$ cat src/rtl/wf_slot_tracker_pkg.sv
// Shared definitions for the wavefront-slot tracker and its consumers
// (dispatcher, scoreboard): default geometry, slot-id type, error codes.
// No logic; types and constants only.
package wf_slot_tracker_pkg;

    localparam int WF_NUM_SLOTS = 40;
    localparam int WF_ID_W      = 6;
    localparam int WF_NUM_REL   = 2;

    typedef logic [WF_ID_W-1:0] slot_id_t;

    // Error classes reported by the tracker; the scoreboard logs these codes.
    typedef enum logic [1:0] {
        ERR_NONE  = 2'd0,
        ERR_ALLOC = 2'd1,
        ERR_REL   = 2'd2
    } err_code_t;

endpackage

$ cat src/rtl/wf_prio_enc.sv
// Lowest-set-bit priority encoder over a slot bitmap.
// Latency: combinational. Backpressure: none.
// Ports: vec (bitmap in), id (index of lowest set bit, 0 if none), any (vec != 0).
module wf_prio_enc
    import wf_slot_tracker_pkg::*;
#(
    parameter int NUM_SLOTS = WF_NUM_SLOTS,
    parameter int ID_W      = WF_ID_W
) (
    input  logic [NUM_SLOTS-1:0] vec,
    output logic [ID_W-1:0]      id,
    output logic                 any
);

    // Scan from the top down so the lowest set bit is the last to win.
    always_comb begin
        id = '0;
        for (int i = NUM_SLOTS - 1; i >= 0; i--) begin
            if (vec[i]) begin
                id = ID_W'(i);
            end
        end
    end

    assign any = |vec;

endmodule

$ cat src/rtl/wf_slot_tracker.sv
// Registered wavefront-slot vacancy tracker: allocations, multi-port releases, flush.
// Latency: 1 cycle from sampled request to every output; one allocation per cycle sustained.
// Backpressure: none; illegal requests are dropped and flagged with one-cycle error pulses.
// Ports: clk, rst (async active-low), flush, alloc_vld/alloc_id, rel_vld/rel_id (packed per port);
//        vacant bitmap, free_vld/free_id (lowest free), occ_cnt, full, empty, err_alloc, err_rel.
module wf_slot_tracker
    import wf_slot_tracker_pkg::*;
#(
    parameter int   NUM_SLOTS = WF_NUM_SLOTS,
    parameter int   ID_W      = WF_ID_W,
    parameter int   NUM_REL   = WF_NUM_REL,
    localparam int  CNT_W     = $clog2(NUM_SLOTS + 1)
) (
    input  logic                    clk,
    input  logic                    rst,
    input  logic                    flush,
    input  logic                    alloc_vld,
    input  logic [ID_W-1:0]         alloc_id,
    input  logic [NUM_REL-1:0]      rel_vld,
    input  logic [NUM_REL*ID_W-1:0] rel_id,
    output logic [NUM_SLOTS-1:0]    vacant,
    output logic                    free_vld,
    output logic [ID_W-1:0]         free_id,
    output logic [CNT_W-1:0]        occ_cnt,
    output logic                    full,
    output logic                    empty,
    output logic                    err_alloc,
    output logic                    err_rel
);

    logic [NUM_SLOTS-1:0]              r_vacant;
    logic                              r_free_vld;
    logic [ID_W-1:0]                   r_free_id;
    logic [CNT_W-1:0]                  r_occ_cnt;
    logic                              r_full;
    logic                              r_empty;
    logic                              r_err_alloc;
    logic                              r_err_rel;

    logic [NUM_SLOTS-1:0]              w_alloc_dec;
    logic [NUM_REL-1:0][NUM_SLOTS-1:0] w_rel_dec;
    logic [NUM_SLOTS-1:0]              w_rel_mask;
    logic [NUM_REL-1:0]                w_rel_bad;
    logic [NUM_SLOTS-1:0]              w_alloc_mask;
    logic [NUM_SLOTS-1:0]              w_next_vacant;
    logic [CNT_W-1:0]                  w_next_cnt;
    logic [ID_W-1:0]                   w_free_id;
    logic                              w_free_any;

    // One-hot decodes gated by their strobes. An id >= NUM_SLOTS matches no
    // slot, so an all-zero decode on a valid strobe means "out of range".
    for (genvar s = 0; s < NUM_SLOTS; s++) begin : g_dec
        assign w_alloc_dec[s] = alloc_vld && (alloc_id == ID_W'(s));
        for (genvar k = 0; k < NUM_REL; k++) begin : g_rel
            assign w_rel_dec[k][s] = rel_vld[k] && (rel_id[k*ID_W +: ID_W] == ID_W'(s));
        end
    end

    // A release only counts against an occupied slot in the registered state;
    // two ports naming the same slot simply OR into the mask.
    always_comb begin
        logic [NUM_SLOTS-1:0] w_hit;
        w_rel_mask = '0;
        w_rel_bad  = '0;
        for (int k = 0; k < NUM_REL; k++) begin
            w_hit        = w_rel_dec[k] & ~r_vacant;
            w_rel_mask   = w_rel_mask | w_hit;
            w_rel_bad[k] = rel_vld[k] && !(|w_hit);
        end
    end

    // Same-cycle release makes the slot claimable again (back-to-back reuse).
    assign w_alloc_mask  = w_alloc_dec & (r_vacant | w_rel_mask);
    assign w_next_vacant = flush ? '1 : ((r_vacant | w_rel_mask) & ~w_alloc_mask);

    always_comb begin
        w_next_cnt = '0;
        for (int i = 0; i < NUM_SLOTS; i++) begin
            if (!w_next_vacant[i]) begin
                w_next_cnt = w_next_cnt + CNT_W'(1);
            end
        end
    end

    // Encoding the next state keeps free_id aligned with vacant after the edge.
    wf_prio_enc #(
        .NUM_SLOTS (NUM_SLOTS),
        .ID_W      (ID_W)
    ) u_prio_enc (
        .vec (w_next_vacant),
        .id  (w_free_id),
        .any (w_free_any)
    );

    always_ff @(posedge clk or negedge rst) begin
        if (!rst) begin
            r_vacant    <= '1;
            r_free_vld  <= 1'b1;
            r_free_id   <= '0;
            r_occ_cnt   <= '0;
            r_full      <= 1'b0;
            r_empty     <= 1'b1;
            r_err_alloc <= 1'b0;
            r_err_rel   <= 1'b0;
        end else begin
            r_vacant    <= w_next_vacant;
            r_free_vld  <= w_free_any;
            r_free_id   <= w_free_id;
            r_occ_cnt   <= w_next_cnt;
            r_full      <= (w_next_cnt == CNT_W'(NUM_SLOTS));
            r_empty     <= (w_next_cnt == '0);
            r_err_alloc <= !flush && alloc_vld && !(|w_alloc_mask);
            r_err_rel   <= !flush && (|w_rel_bad);
        end
    end

    assign vacant    = r_vacant;
    assign free_vld  = r_free_vld;
    assign free_id   = r_free_id;
    assign occ_cnt   = r_occ_cnt;
    assign full      = r_full;
    assign empty     = r_empty;
    assign err_alloc = r_err_alloc;
    assign err_rel   = r_err_rel;

endmodule

$ cat config.mk
export PLATFORM = sky130hd
export DESIGN_NAME = wf_slot_tracker
export DESIGN_NICKNAME = d
export VERILOG_FILES = /design/src/rtl/wf_slot_tracker_pkg.sv /design/src/rtl/wf_prio_enc.sv /design/src/rtl/wf_slot_tracker.sv
export SDC_FILE = /design/constraint.sdc
export NUM_CORES = 1
export LEC_CHECK = 0
export CAP_MARGIN = 0
export CORE_UTILIZATION = 45
export CTS_CLUSTER_DIAMETER = 120
export DETAILED_ROUTE_END_ITERATION = 10
export SLEW_MARGIN = 10
export SYNTH_ARGS = -nofsm -noshare
export SYNTH_HDL_FRONTEND = slang
export SYNTH_SLANG_ARGS = --single-unit
$ cat constraint.sdc
create_clock -name clk -period 44.7 [get_ports clk]
set_input_delay 6.705 -clock clk [delete_from_list [all_inputs] [get_ports clk]]
set_output_delay 6.705 -clock clk [all_outputs]
set_load 0.05 [all_outputs]
---- Word-level counts from Yosys, hierarchy flattened ----
Cells that the tools add are included.
word-level totals
  flip-flop bits (word level) ............. 57
  output and inout port bits .............. 57
  word-level logic and storage cells ...... 392
operators by class
  add/subtract/negate cells ............... 39
  eq/ne operators ......................... 118
  mux-type cells .......................... 81
  bitwise logic cells ..................... 8
  reduce and logical (&&, ||, !) cells .... 138
operators by type and width
  kind                                            count
  two-way mux 6 bit                               78
  == test 6 x 5 -> 1 bit (second input constant)  48
  adder 6 x 1 -> 6 bit (second input constant)    38
  AND 40 bit                                      4
  OR reduction 40 bit                             4
  == test 6 bit (second input constant)           25
  == test 6 x 4 -> 1 bit (second input constant)  24
  logical AND 1 bit                               125
  inverter 40 bit                                 2
  OR 40 bit                                       2
  == test 6 x 3 -> 1 bit (second input constant)  12
  two-way mux 40 bit                              1
  == test 6 x 2 -> 1 bit (second input constant)  6
  zero test 6 bit                                 4
  == test 6 x 1 -> 1 bit (second input constant)  3
  zero test 1 bit                                 4
  adder 1 x 1 -> 2 bit (second input constant)    1
  two-way mux 2 bit                               1
  OR reduction 2 bit                              1
  two-way mux 1 bit                               1

---- Depth between registers and ports, before layout ----
Gate-level depths: netlist of the first run.
  depth after elaboration ................. 89
  mapped depth ............................ 121
  gate-level depth less buffers ........... 118

---- By module ----
From an unflattened synthesis of the first run, not the netlist that was laid out.
unflattened totals
  cell total of the unflattened synthesis .. 1427
  area total of the unflattened synthesis .. 11093.1 um^2
by module, submodules not included
  module           instances  cells each  area an instance (um^2)
  wf_slot_tracker  1          1342        10602.7
  wf_prio_enc      1          85          490.5

---- Least setup slack after synthesis of the first run ----
Ideal clock, no wire load.
  kind .................................... input-to-reg
  from .................................... input flush
  to ...................................... register r_empty (netlist: empty)
  arrival time ............................ 26950 ps
  data required time ...................... 44625 ps
  path slack .............................. 17675 ps
  cell stages on the path ................. 118
  path through ............................ clkbuf_1 -> clkbuf_1 -> buf_1 -> clkbuf_1 -> clkbuf_1 -> buf_1 -> clkbuf_1 -> nor2_1 -> inv_1 -> ha_1 -> nor2_1 -> a22oi_1 -> and3_1 -> inv_1 -> ha_1 -> nand2_1 -> o21ai_0 -> ha_1 -> [... 82 more ...] -> o21a_1 -> ha_1 -> mux2_2 -> and2_1 -> nor3_1 -> a21o_1 -> ha_1 -> nand2_1 -> o21ai_0 -> ha_1 -> mux2_2 -> ha_1 -> mux2_2 -> ha_1 -> mux2_2 -> nor3_1 -> nand4b_1 -> mux2i_1
on the way
  elaborated cells between the ends (all ways) .. 81
  those cells by class .................... add/sub (39); mux (41); reduce/logical (1)
RTL lines
  what                    RTL line                RTL
  from (decl)             wf_slot_tracker.sv:16   input logic flush,
  two-way mux 40 bit (*)  wf_slot_tracker.sv:74   assign w_next_vacant = flush ? '1 : ((r_vacant | w_rel_mask) & ~w_alloc_mask);
  via u_prio_enc.vec[1]   wf_prio_enc.sv:10       input logic [NUM_SLOTS-1:0] vec,
  two-way mux 2 bit (*)   wf_slot_tracker.sv:79   if (!w_next_vacant[i]) begin
  adder 6 x 1 -> 6 bit    wf_slot_tracker.sv:80   w_next_cnt = w_next_cnt + CNT_W'(1);
  two-way mux 6 bit (*)   wf_slot_tracker.sv:79
  adder 6 x 1 -> 6 bit    wf_slot_tracker.sv:80
  two-way mux 6 bit (*)   wf_slot_tracker.sv:79
  adder 6 x 1 -> 6 bit    wf_slot_tracker.sv:80
  [... 65 more ...]       -
  adder 6 x 1 -> 6 bit    wf_slot_tracker.sv:80
  two-way mux 6 bit (*)   wf_slot_tracker.sv:79
  adder 6 x 1 -> 6 bit    wf_slot_tracker.sv:80
  two-way mux 6 bit (*)   wf_slot_tracker.sv:79
  adder 6 x 1 -> 6 bit    wf_slot_tracker.sv:80
  two-way mux 6 bit (*)   wf_slot_tracker.sv:79
  via w_next_cnt[1]       wf_slot_tracker.sv:46   logic [CNT_W-1:0] w_next_cnt;
  zero test 6 bit (*)     wf_slot_tracker.sv:111  r_empty <= (w_next_cnt == '0);
  to (signal assigned)    wf_slot_tracker.sv:111
  to (decl)               wf_slot_tracker.sv:36   logic r_empty;
The timed path passes the listed nets; every way through them passes the cells marked *.

---- Worst setup path after layout of the first run ----
  from .................................... input rel_id[6]
  to ...................................... register r_empty (netlist: empty)
on the way
  elaborated cells between the ends (all ways) .. 167
  those cells by class .................... add/sub (39); eq/ne (39); mux (41); bitwise (6); reduce/logical (42)
RTL lines
  what                        RTL line                                      RTL
  from (decl)                 wf_slot_tracker.sv:20                         input logic [NUM_REL*ID_W-1:0] rel_id,
  == test 6 x 1 -> 1 bit (*)  wf_slot_tracker.sv:55                         assign w_rel_dec[k][s] = rel_vld[k] && (rel_id[k*ID_W +: ID_W] == ID_W'(s));
  logical AND 1 bit (*)       wf_slot_tracker.sv:55
  AND 40 bit (*)              wf_slot_tracker.sv:66                         w_hit = w_rel_dec[k] & ~r_vacant;
  OR 40 bit (*)               wf_slot_tracker.sv:67                         w_rel_mask = w_rel_mask | w_hit;
  OR 40 bit (*)               wf_slot_tracker.sv:73, wf_slot_tracker.sv:74
  AND 40 bit                  wf_slot_tracker.sv:73                         assign w_alloc_mask = w_alloc_dec & (r_vacant | w_rel_mask);
  inverter 40 bit             wf_slot_tracker.sv:74
  AND 40 bit (*)              wf_slot_tracker.sv:74
  [... 1 more ...]            -
  via u_prio_enc.vec[1]       wf_prio_enc.sv:10
  [... 71 more ...]           -
  adder 6 x 1 -> 6 bit        wf_slot_tracker.sv:80
  two-way mux 6 bit (*)       wf_slot_tracker.sv:79
  adder 6 x 1 -> 6 bit        wf_slot_tracker.sv:80
  two-way mux 6 bit (*)       wf_slot_tracker.sv:79
  adder 6 x 1 -> 6 bit        wf_slot_tracker.sv:80
  two-way mux 6 bit (*)       wf_slot_tracker.sv:79
  via w_next_cnt[1]           wf_slot_tracker.sv:46
  zero test 6 bit (*)         wf_slot_tracker.sv:111
Marked as above.

==> results of run 1 <==
-- stage by stage --
stage | instances | setup WS [ps] | hold WS (ps)
3_5_place_dp | 1904 | 15200 | 980
3_3_place_gp | 1904 | 15900 | 977
4_1_cts | 1920 | 15500 | 994
5_1_grt | 1920 | 13310 | 1040
6_report | 1920 | 15190 | 1000
2_1_floorplan | 1541 | 17680 | 942
-- synth_stat cells, types with 14 or more instances --
master	count
o31ai_1	14
nand2_1	139
clkbuf_1	48
inv_1	73
nor3b_1	17
a221oi_1	16
or3_1	19
and2_1	17
mux2i_1	33
dfstp_2	42
nand2b_1	21
o211ai_1	16
xnor2_1	118
dfrtp_1	15
a22oi_1	16
o21ai_0	59
a211oi_1	20
xor2_1	51
o22ai_1	32
nand3_1	65
a21oi_1	96
and3_1	14
ha_1	41
nor2_1	168
a31oi_1	24
nor3_1	53
nor4_1	23
-- flip-flops by register name (all words and copies together) (netlist names) --
signal	cells
empty	1
err_alloc	1
err_rel	1
free_id	6
free_vld	1
full	1
occ_cnt	6
vacant	40
-- per-layer routing --
layer	part of all wire (%)	up-vias	GRT usage, %
li1	-	5820	-
met1	42	5890	44.4
met5	0	-	0
met3	7.9	151	5.57
met4	5.0	0	17.5
met2	45	578	55.0
-- area by class of cell --
type	instances	area (um^2)
Sequential cell	57	1480
Timing Repair Buffer	98	926
Clock inverter	6	66.3
Inverter	78	293
Clock buffer	10	239
Fill cell	2414	11800
Multi-Input combinational cell	1347	9440
Tap cell	324	405
-- worst register-to-register path, delay by kind of cell, from the launching register on --
family,cells,cell delay [ps]
AOI/OAI and AO/OA,36,6840
adders and majority gates,21,6120
and+or+nand+nor,33,4020
xor gates and xnor gates,13,2440
muxes,8,1550
DFF,1,610
buffers and inverters,2,220
-- final timing paths --
kind | end | from | depth (start not counted)
worst min register to register | err_rel$_DFF_PN0_ | vacant[23]$_DFF_PN1_ | 5
worst max-delay path | empty$_DFF_PN1_ | rel_id[6] | 115
min in group asynchronous | err_rel$_DFF_PN0_ | rst | 2
max in group asynchronous | err_alloc$_DFF_PN0_ | rst | 2
worst max register to register | empty$_DFF_PN1_ | vacant[1]$_DFF_PN1_ | 113
worst min-delay path | err_rel$_DFF_PN0_ | vacant[23]$_DFF_PN1_ | 5
-- where the power goes --
part,switching [mW],internal (mW)
Clock,0.0302,0.0448
Sequential,0.000935,0.0534
Combinational,0.0434,0.0255
Total,0.0745,0.124
-- cell families after synthesis --
logic type	share of synthesized area, %
compound gates	24.8
xor+xnor	19.5
fa+ha+maj	4.49
buf+inv	4.58
flops	12.9
mux	4.27
simple gates	29.4
==> impl_metrics.csv, run 1 <==
group,metric,value,unit
die,die_w,161,um
grt,grt_use_total,34.3,%
die,floorplan.initialDensity,46.5,%
cells_and_area,fin_nets,1656,
die,core,24600,um^2
critical_path,critPathMostFrequentCell,"ha_1",
route,dr.pass1.iters,6,
grt,grt_pass1_wl,68800,um
power,power.density,15.4,nW/um^2
logic_synthesis,syn_nets,1606,
cells_and_area,utilization,52.2,%
logic_synthesis,syn_area_per_cell,7.42,um^2
critical_path,required,44990,ps
route,ant_nets,0,
clock_tree,numCtsBuffers,9,
route,routed_wl,44800,um
power,p_leak,4.76,nW
clock_tree,clk_root_buffer_cell,"clkbuf_16",
critical_path,slowest_stage,"clkdlybuf4s50_1",
die,fp.dieArea,26100,um^2
grt,grt_antenna_before_repair,0,
clock_tree,postCtsSetupRepairBufs,0,
timing,finalCritPeriodShare,66.0,%
logic_synthesis,yosysTopAreaCellShare,9.65,%
cells_and_area,most-common-layout-cells,"nor2_1 (168), nand2_1 (139), xnor2_1 (118)",
cells_and_area,antenna_cells,0,
route,drc,0,
route,first_iter_violations,1310,
route,avgRoutedWirePerCell,23.3,um
clock_tree,cts_tree,"done",
grt,first_global_vias,11700,
critical_path,crit_type,"in -> reg",
timing,drv_slew,0,
clock_tree,cts_num_sinks,57,
cells_and_area,fin_area,12800,um^2
job,cap_violations,0,
logic_synthesis,synth_edf_count,0,
logic_synthesis,synth_flop_cell,"dfstp_2",
critical_path,slowest_delay,1060,ps
logic_synthesis,synth_cell_types,108,
placement,globalplace.congestion,1.03,
timing,worstMarginPinSlew,1130,ps
timing,finalSetupTns,0,ps
clock_tree,cts.clk_slew.worst_paths,70,ps
hold_path,hold_path_class,"reg -> reg",
critical_path,worstSetupEndpointType,"flip-flop",
grt,grt_start_max_net_pins,58,
logic_synthesis,synth_top_area_cell,"dfstp_2",
clock_tree,cts_max_level,3,
logic_synthesis,async_flop_share,100,%
die,ios,81,
critical_path,worstPathArrival,29790,ps
logic_synthesis,synth_area,11400,um^2
timing,skew,17.9,ps
timing,rsz0062_at_grt,"no",
critical_path,cp-start-kind,"primary input",
grt,grt-ovfl-total,0,
clock_tree,cts_hold_buf,0,
die,row_count,57,
power,fin_total_pwr,0.198,mW
route,via_per_inst,6.48,
critical_path,crit_fanout,20,
die,die_y,161,um
placement,io_buffers,80,
power,ir_drop,16.1,uV
logic_synthesis,netlist_top_cells_area,"dfstp_2 (9.7%), xnor2_1 (9.0%), nor2_1 (5.5%)",
placement,dp_hpwl,35400,um
logic_synthesis,seq_area_frac_synth,12.9,%
timing,layout_min_cycle_time,29510,ps
logic_synthesis,syn_inst,1541,
route,dr_total_vias,12400,
clock_tree,cts_max_path_buffers,2,
critical_path,reg2reg_slack,22790,ps
placement,place_area,12500,um^2
timing,finalHoldViolCount,0,
run_status,outcome,"completed",
critical_path,critPathBufInv,3,
timing,slew_headroom,23.4,%
cells_and_area,drive_gt1_share,9.77,%
timing,setup_viol,0,
critical_path,crit_family,"compound AO/OA/AOI/OAI gates",
logic_synthesis,synth_seq_cells,57,
cells_and_area,area_growth,12.3,%
clock_tree,ctsResizeCount,0,
cells_and_area,final_common_cell,"nor2_1",
logic_synthesis,ys_warn_count,0,
clock_tree,clock_latency,360,ps
timing,clock.fmax,33.9,MHz
Note: power is estimated with default switching activity, not from simulation.
==> inputs of run 2 (changes only) <==
clock period = 28.1 ns   (was 44.7 ns; I/O delays follow)
==> run 2 against run 1 <==
  * Global-route usage is 0.26 points higher
  * Largest power group unchanged
  * Highest routed layer unchanged
  * Critical path depth stayed put
  * First-iteration DRC count is 1.1% higher
  * Clock power is 69% higher
  * Sequential share of layout area is 0.089 points lower
  * Die area stayed put
  * Clock skew is 2.4 ps lower
  * Flip-flop and latch count stayed put
  * Register-to-register slack worse by 16000 ps
  * Worst hold slack better by 9.4 ps
  * Critical endpoint unchanged
  * Count of clock-buffer cells in the layout is 1 lower
==> impl_metrics.csv, run 2 (synthesis results as in run 1) <==
group,metric,value,unit
critical_path,crit_fanout,18,
run_status,outcome,"completed",
cells_and_area,fin_nets,1660,
die,die_y,161,um
critical_path,crit_type,"in -> reg",
route,dr.pass1.iters,6,
clock_tree,cts_tree,"done",
timing,clock.fmax,37.9,MHz
clock_tree,cts_hold_buf,0,
placement,dp_hpwl,35600,um
timing,fin_hold_ws,1010,ps
job,cap_violations,0,
route,first_iter_violations,1324,
timing,skew,15.5,ps
route,drc,0,
clock_tree,cts_max_path_buffers,2,
clock_tree,cts_num_sinks,57,
die,floorplan.initialDensity,46.5,%
placement,globalplace.congestion,1.04,
clock_tree,cts.clk_slew.worst_paths,70,ps
timing,setup_viol,0,
grt,grt_use_total,34.6,%
cells_and_area,utilization,52.6,%
timing,worstMarginPinSlew,1280,ps
grt,grt_start_max_net_pins,58,
critical_path,slowest_delay,780,ps
cells_and_area,antenna_cells,0,
die,ios,81,
timing,finalWorstSetupSlack,1730,ps
timing,finalCritPeriodShare,93.8,%
timing,slew_headroom,13.6,%
power,ir_drop,31.1,uV
die,row_count,57,
cells_and_area,final_common_cell,"nor2_1",
die,core,24600,um^2
critical_path,worstPathArrival,26660,ps
clock_tree,clk_root_buffer_cell,"clkbuf_16",
clock_tree,cts_max_level,3,
timing,finalHoldViolCount,0,
timing,drv_slew,0,
route,avgRoutedWirePerCell,23.5,um
clock_tree,numCtsBuffers,9,
critical_path,worstSetupEndpointType,"flip-flop",
placement,detailedPlace.worstSlack,1130,ps
power,p_leak,4.84,nW
die,die_w,161,um
critical_path,slowest_stage,"clkdlybuf4s50_1",
grt,grt-ovfl-total,0,
route,via_per_inst,6.57,
power,power.density,25.1,nW/um^2
timing,layout_min_cycle_time,26370,ps
cells_and_area,drive_gt1_share,10.4,%
placement,place_area,12500,um^2
route,dr_total_vias,12600,
placement,io_buffers,80,
grt,grt_pass1_wl,69500,um
grt,first_global_vias,12000,
cells_and_area,most-common-layout-cells,"nor2_1 (168), nand2_1 (139), xnor2_1 (118)",
cells_and_area,largest_register_ffs,40,
critical_path,required,28390,ps
timing,finalSetupTns,0,ps
route,ant_nets,0,
critical_path,cp-start-kind,"primary input",
clock_tree,clock_latency,350,ps
cells_and_area,fin_area,12900,um^2
route,routed_wl,45100,um
die,fp.dieArea,26100,um^2
cells_and_area,area_growth,13.2,%
cells_and_area,fill_cells,2455,
hold_path,hold_path_class,"reg -> reg",
critical_path,critPathMostFrequentCell,"ha_1",
grt,grt_antenna_before_repair,0,
-- run 2: changes by cell type in the layout (fill, tap and decap cells not counted), moves of 2 or more --
cell             delta
clkinv_4            +2
clkdlybuf4s50_1     -4
clkinvlp_4          -2
buf_4               +4
dlymetal6s2s_1      +4
-- run 2: path summary, 6_finish.rpt --
| path | slack [ps] | cells after the start | to | startpoint |
|---|---|---|---|---|
| setup / recovery | 1730 | 115 | empty$_DFF_PN1_ | rel_id[7] |
| hold / removal | 1010 | 5 | err_rel$_DFF_PN0_ | vacant[32]$_DFF_PN1_ |
| setup reg to reg | 6410 | 113 | empty$_DFF_PN1_ | vacant[1]$_DFF_PN1_ |
| hold reg to reg | 1010 | 5 | err_rel$_DFF_PN0_ | vacant[32]$_DFF_PN1_ |
| max in group asynchronous | 23540 | 2 | free_id[0]$_DFF_PN0_ | rst |
| min in group asynchronous | 4000 | 2 | err_rel$_DFF_PN0_ | rst |
-- run 2: timing repair --
| item | CTS | global route |
|---|---|---|
| setup buffers | 0 | 2 |
| endpoints found under the setup margin | 0 | 7 |
| gates resized for setup | 0 | 15 |
-- run 2: worst max-delay path: cells and delay by family --
kind	cells	cell delay, ps
muxes	8	1560
AOI/OAI and AO/OA	36	6560
adders and majority gates	21	6190
and+or+nand+nor	34	4740
buffers and inverters	3	1000
xor gates and xnor gates	13	2400
-- run 2: metrics by stage --
| step | power, mW | std cells |
|---|---|---|
| CTS | 0.323 | 1922 |
| global route | 0.340 | 1924 |
| finish | 0.325 | 1924 |
| detailed placement | 0.195 | 1906 |
| floorplan | 0.166 | 1541 |
| global placement | 0.195 | 1906 |
-- run 2: routing by layer --
layer  share of wire, %  global-route usage [%]  up-vias  wire [um]
met3                8.3                    5.65      146       3740
met2                 45                    55.2      709      20400
met5                  0                       0        -          0
li1                   -                       -     5826          -
met4                4.9                    17.7        0       2220
met1                 42                    44.9     5951      18800
-- run 2: area by class of cell --
type | instances | area [um^2] | area share [%]
Multi-Input combinational cell | 1347 | 9480 | 73.2
Sequential cell | 57 | 1480 | 11.4
Timing Repair Buffer | 102 | 966 | 7.46
Tap cell | 324 | 405 | 3.13
Inverter | 78 | 293 | 2.26
Clock buffer | 9 | 225 | 1.74
Clock inverter | 7 | 103 | 0.792
-- run 2: power by group --
part / switching, mW / leakage [nW] / internal [mW] / total (mW)
clock: 0.0481 / 0.157 / 0.0786 / 0.127
sequential: 0.00153 / 0.648 / 0.0849 / 0.0864
combinational: 0.0701 / 4.04 / 0.0414 / 0.111
total: 0.120 / 4.84 / 0.205 / 0.325
==> inputs of run 3 (changes only) <==
PLACE_DENSITY = 0.66   (was not set)
SYNTH_HIERARCHICAL = 1   (was not set)
clock period = 22.5 ns   (was 28.1 ns; I/O delays follow)
==> run 3 against run 2 <==
  * Cell count is 6.8% higher
  * Count of clock-buffer cells in the layout is 3 higher
  * Total power is 29% higher
  * Worst hold slack worse by 210 ps
  * Critical path depth is 4 higher
  * Clock power hardly changed
  * Combinational power is 65% higher
  * Synthesized area is 3.0% lower
  * Largest power group is now combinational logic
==> impl_metrics.csv, run 3 <==
group,metric,value,unit
placement,dp_hpwl,32900,um
critical_path,crit_family,"adder cells",
placement,globalplace.congestion,1.05,
die,floorplan.initialDensity,45.7,%
timing,finalWorstSetupSlack,183,ps
cells_and_area,final_common_cell,"buf_4",
timing,worstMarginPinSlew,1180,ps
logic_synthesis,yosysMostFrequentCell,"nand2_1",
power,power.density,27.7,nW/um^2
placement,place_area,13500,um^2
critical_path,required,22780,ps
power,ir_drop,31.1,uV
critical_path,slowest_delay,360,ps
critical_path,crit_type,"in -> reg",
route,dr_total_vias,12600,
die,core,24200,um^2
timing,clock.fmax,44.8,MHz
die,ios,81,
die,fp.dieArea,25300,um^2
logic_synthesis,synth_commonest_cells,"nand2_1 (152), nor2_1 (139), a21oi_1 (118), xnor2_1 (96), inv_1 (73)",
timing,rsz0062_at_grt,"yes",
cells_and_area,fin_area,15100,um^2
logic_synthesis,syn_nets,1489,
logic_synthesis,synth_area,11100,um^2
logic_synthesis,synth_seq_cells,57,
power,p_leak,6.13,nW
logic_synthesis,seq_area_frac_synth,13.3,%
timing,slew_headroom,21.2,%
timing,skew,12.5,ps
cells_and_area,area_growth,36.1,%
critical_path,cp-start-kind,"primary input",
cells_and_area,utilization,62.2,%
timing,finalCritPeriodShare,99.2,%
placement,io_buffers,80,
cells_and_area,fin_nets,1788,
grt,grt-ovfl-total,0,
logic_synthesis,netlist_top_cells_area,"dfstp_2 (9.9%), xnor2_1 (7.6%), a21oi_1 (5.3%)",
placement,detailedPlace.worstSlack,-1130,ps
die,die_y,159,um
critical_path,crit_fanout,3,
logic_synthesis,async_flop_share,100,%
route,ant_nets,0,
grt,grt_pass1_wl,66600,um
critical_path,worstSetupEndpointType,"flip-flop",
cells_and_area,largest_register_ffs,40,
route,routed_wl,43700,um
clock_tree,numCtsBuffers,9,
critical_path,critPathBufInv,4,
logic_synthesis,yosysTopAreaCellShare,9.95,%
logic_synthesis,ys_warn_count,6,
clock_tree,cts_num_sinks,57,
timing,setup_viol,0,
die,die_w,159,um
route,drc,0,
logic_synthesis,synth_cell_types,123,
timing,drv_slew,0,
timing,finalSetupTns,0,ps
route,via_per_inst,6.13,
critical_path,slowest_stage,"ha_1",
clock_tree,cts.clk_slew.worst_paths,50,ps
route,avgRoutedWirePerCell,21.3,um
job,cap_violations,0,
critical_path,critPathMostFrequentCell,"ha_1",
route,first_iter_violations,1272,
hold_path,hold_path_class,"reg -> reg",
logic_synthesis,syn_inst,1427,
grt,grt_start_max_net_pins,62,
cells_and_area,antenna_cells,0,
die,row_count,57,
run_status,outcome,"completed",
clock_tree,cts_max_path_buffers,2,
clock_tree,clock_latency,350,ps
timing,layout_min_cycle_time,22320,ps
logic_synthesis,syn_area_per_cell,7.77,um^2
timing,finalHoldViolCount,0,
cells_and_area,drive_gt1_share,32.9,%
grt,grt_antenna_before_repair,0,
grt,first_global_vias,11900,
cells_and_area,most-common-layout-cells,"buf_4 (250), nand2_1 (142), nor2_1 (130)",
logic_synthesis,synth_top_area_cell,"dfstp_2",
logic_synthesis,synth_flop_cell,"dfstp_2",
grt,grt_use_total,33.3,%
critical_path,worstPathArrival,22590,ps
clock_tree,cts_max_level,3,
clock_tree,clk_root_buffer_cell,"clkbuf_16",
power,fin_total_pwr,0.418,mW
route,dr.pass1.iters,8,
clock_tree,cts_tree,"done",
logic_synthesis,synth_edf_count,0,
==> run 3: cell count changes after synthesis, moves of 12 or more <==
cell / previous run / this run
nor2_1: 168 / 139
xnor2_1: 118 / 96
or3_1: 19 / 6
mux2i_1: 33 / 18
clkbuf_1: 48 / 26
nand2_1: 139 / 152
xnor2_2: 8 / 20
a21oi_1: 96 / 118
nor3_1: 53 / 40
==> run 3: final timing paths <==
kind | slack, ps | from | cells past startpoint | to
min | 800 | vacant[37]$_DFF_PN1_ | 4 | err_rel$_DFF_PN0_
min in group asynchronous | 3190 | rst | 2 | occ_cnt[1]$_DFF_PN0_
max in group asynchronous | 18820 | rst | 2 | free_id[2]$_DFF_PN0_
max reg2reg | 3130 | vacant[1]$_DFF_PN1_ | 119 | full$_DFF_PN0_
max | 180 | rel_vld[1] | 119 | full$_DFF_PN0_
min reg2reg | 800 | vacant[37]$_DFF_PN1_ | 4 | err_rel$_DFF_PN0_
==> run 3: what timing repair did <==
item / 4_1_cts / 5_1_grt
endpoints found under the setup margin: 7 / 7
hold buffers: 0 / 0
pin swaps: 59 / 109
setup buffers: 60 / 25
resized for setup: 56 / 134
==> run 3: stage by stage <==
stage	instances	hold slack, ps
after floorplan	1427	797
after global routing	2055	850
after CTS	2033	787
after global placement	1957	784
after detailed placement	1957	774
final	2055	799
==> run 3: logic make-up after synthesis <==
kind of cell    share of synthesized area, %
compound gates                          25.5
xor+xnor                                21.9
fa+ha+maj                               4.56
buf+inv                                 4.73
flops                                   13.3
mux                                     3.15
simple gates                            26.9
==> run 3: cell type report <==
type                    count  area, um^2
fillers                  2076        9150
clock buffers              12         236
well taps                 324         405
inverters                  75         284
flip-flops and latches     57        1480
repair buffers            338        2750
multi-input cells        1245        9920
clock inverters             4        22.5
==> run 3: worst register-to-register path: cells and delay by family (launching register included) <==
kind | cells | cell delay, ps
buffers and inverters | 3 | 320
and+or+nand+nor | 38 | 3950
adders and majority gates | 21 | 5890
AOI/OAI and AO/OA | 40 | 5570
xor gates and xnor gates | 14 | 2540
muxes | 3 | 500
DFF | 1 | 580
==> run 3: metal layers <==
metal | track usage (%) | up-vias | part of all wire [%]
met4 | 11.0 | 0 | 2.8
li1 | - | 5853 | -
met2 | 54.0 | 591 | 46
met3 | 5.83 | 99 | 8.6
met5 | 0 | - | 0
met1 | 44.9 | 6063 | 42
==> run 3: where the power goes <==
part,internal [mW],total (mW),switching (mW),leakage [nW]
combinational,0.0822,0.183,0.101,5.36
clock,0.0739,0.127,0.0532,0.126
sequential,0.106,0.108,0.00142,0.648
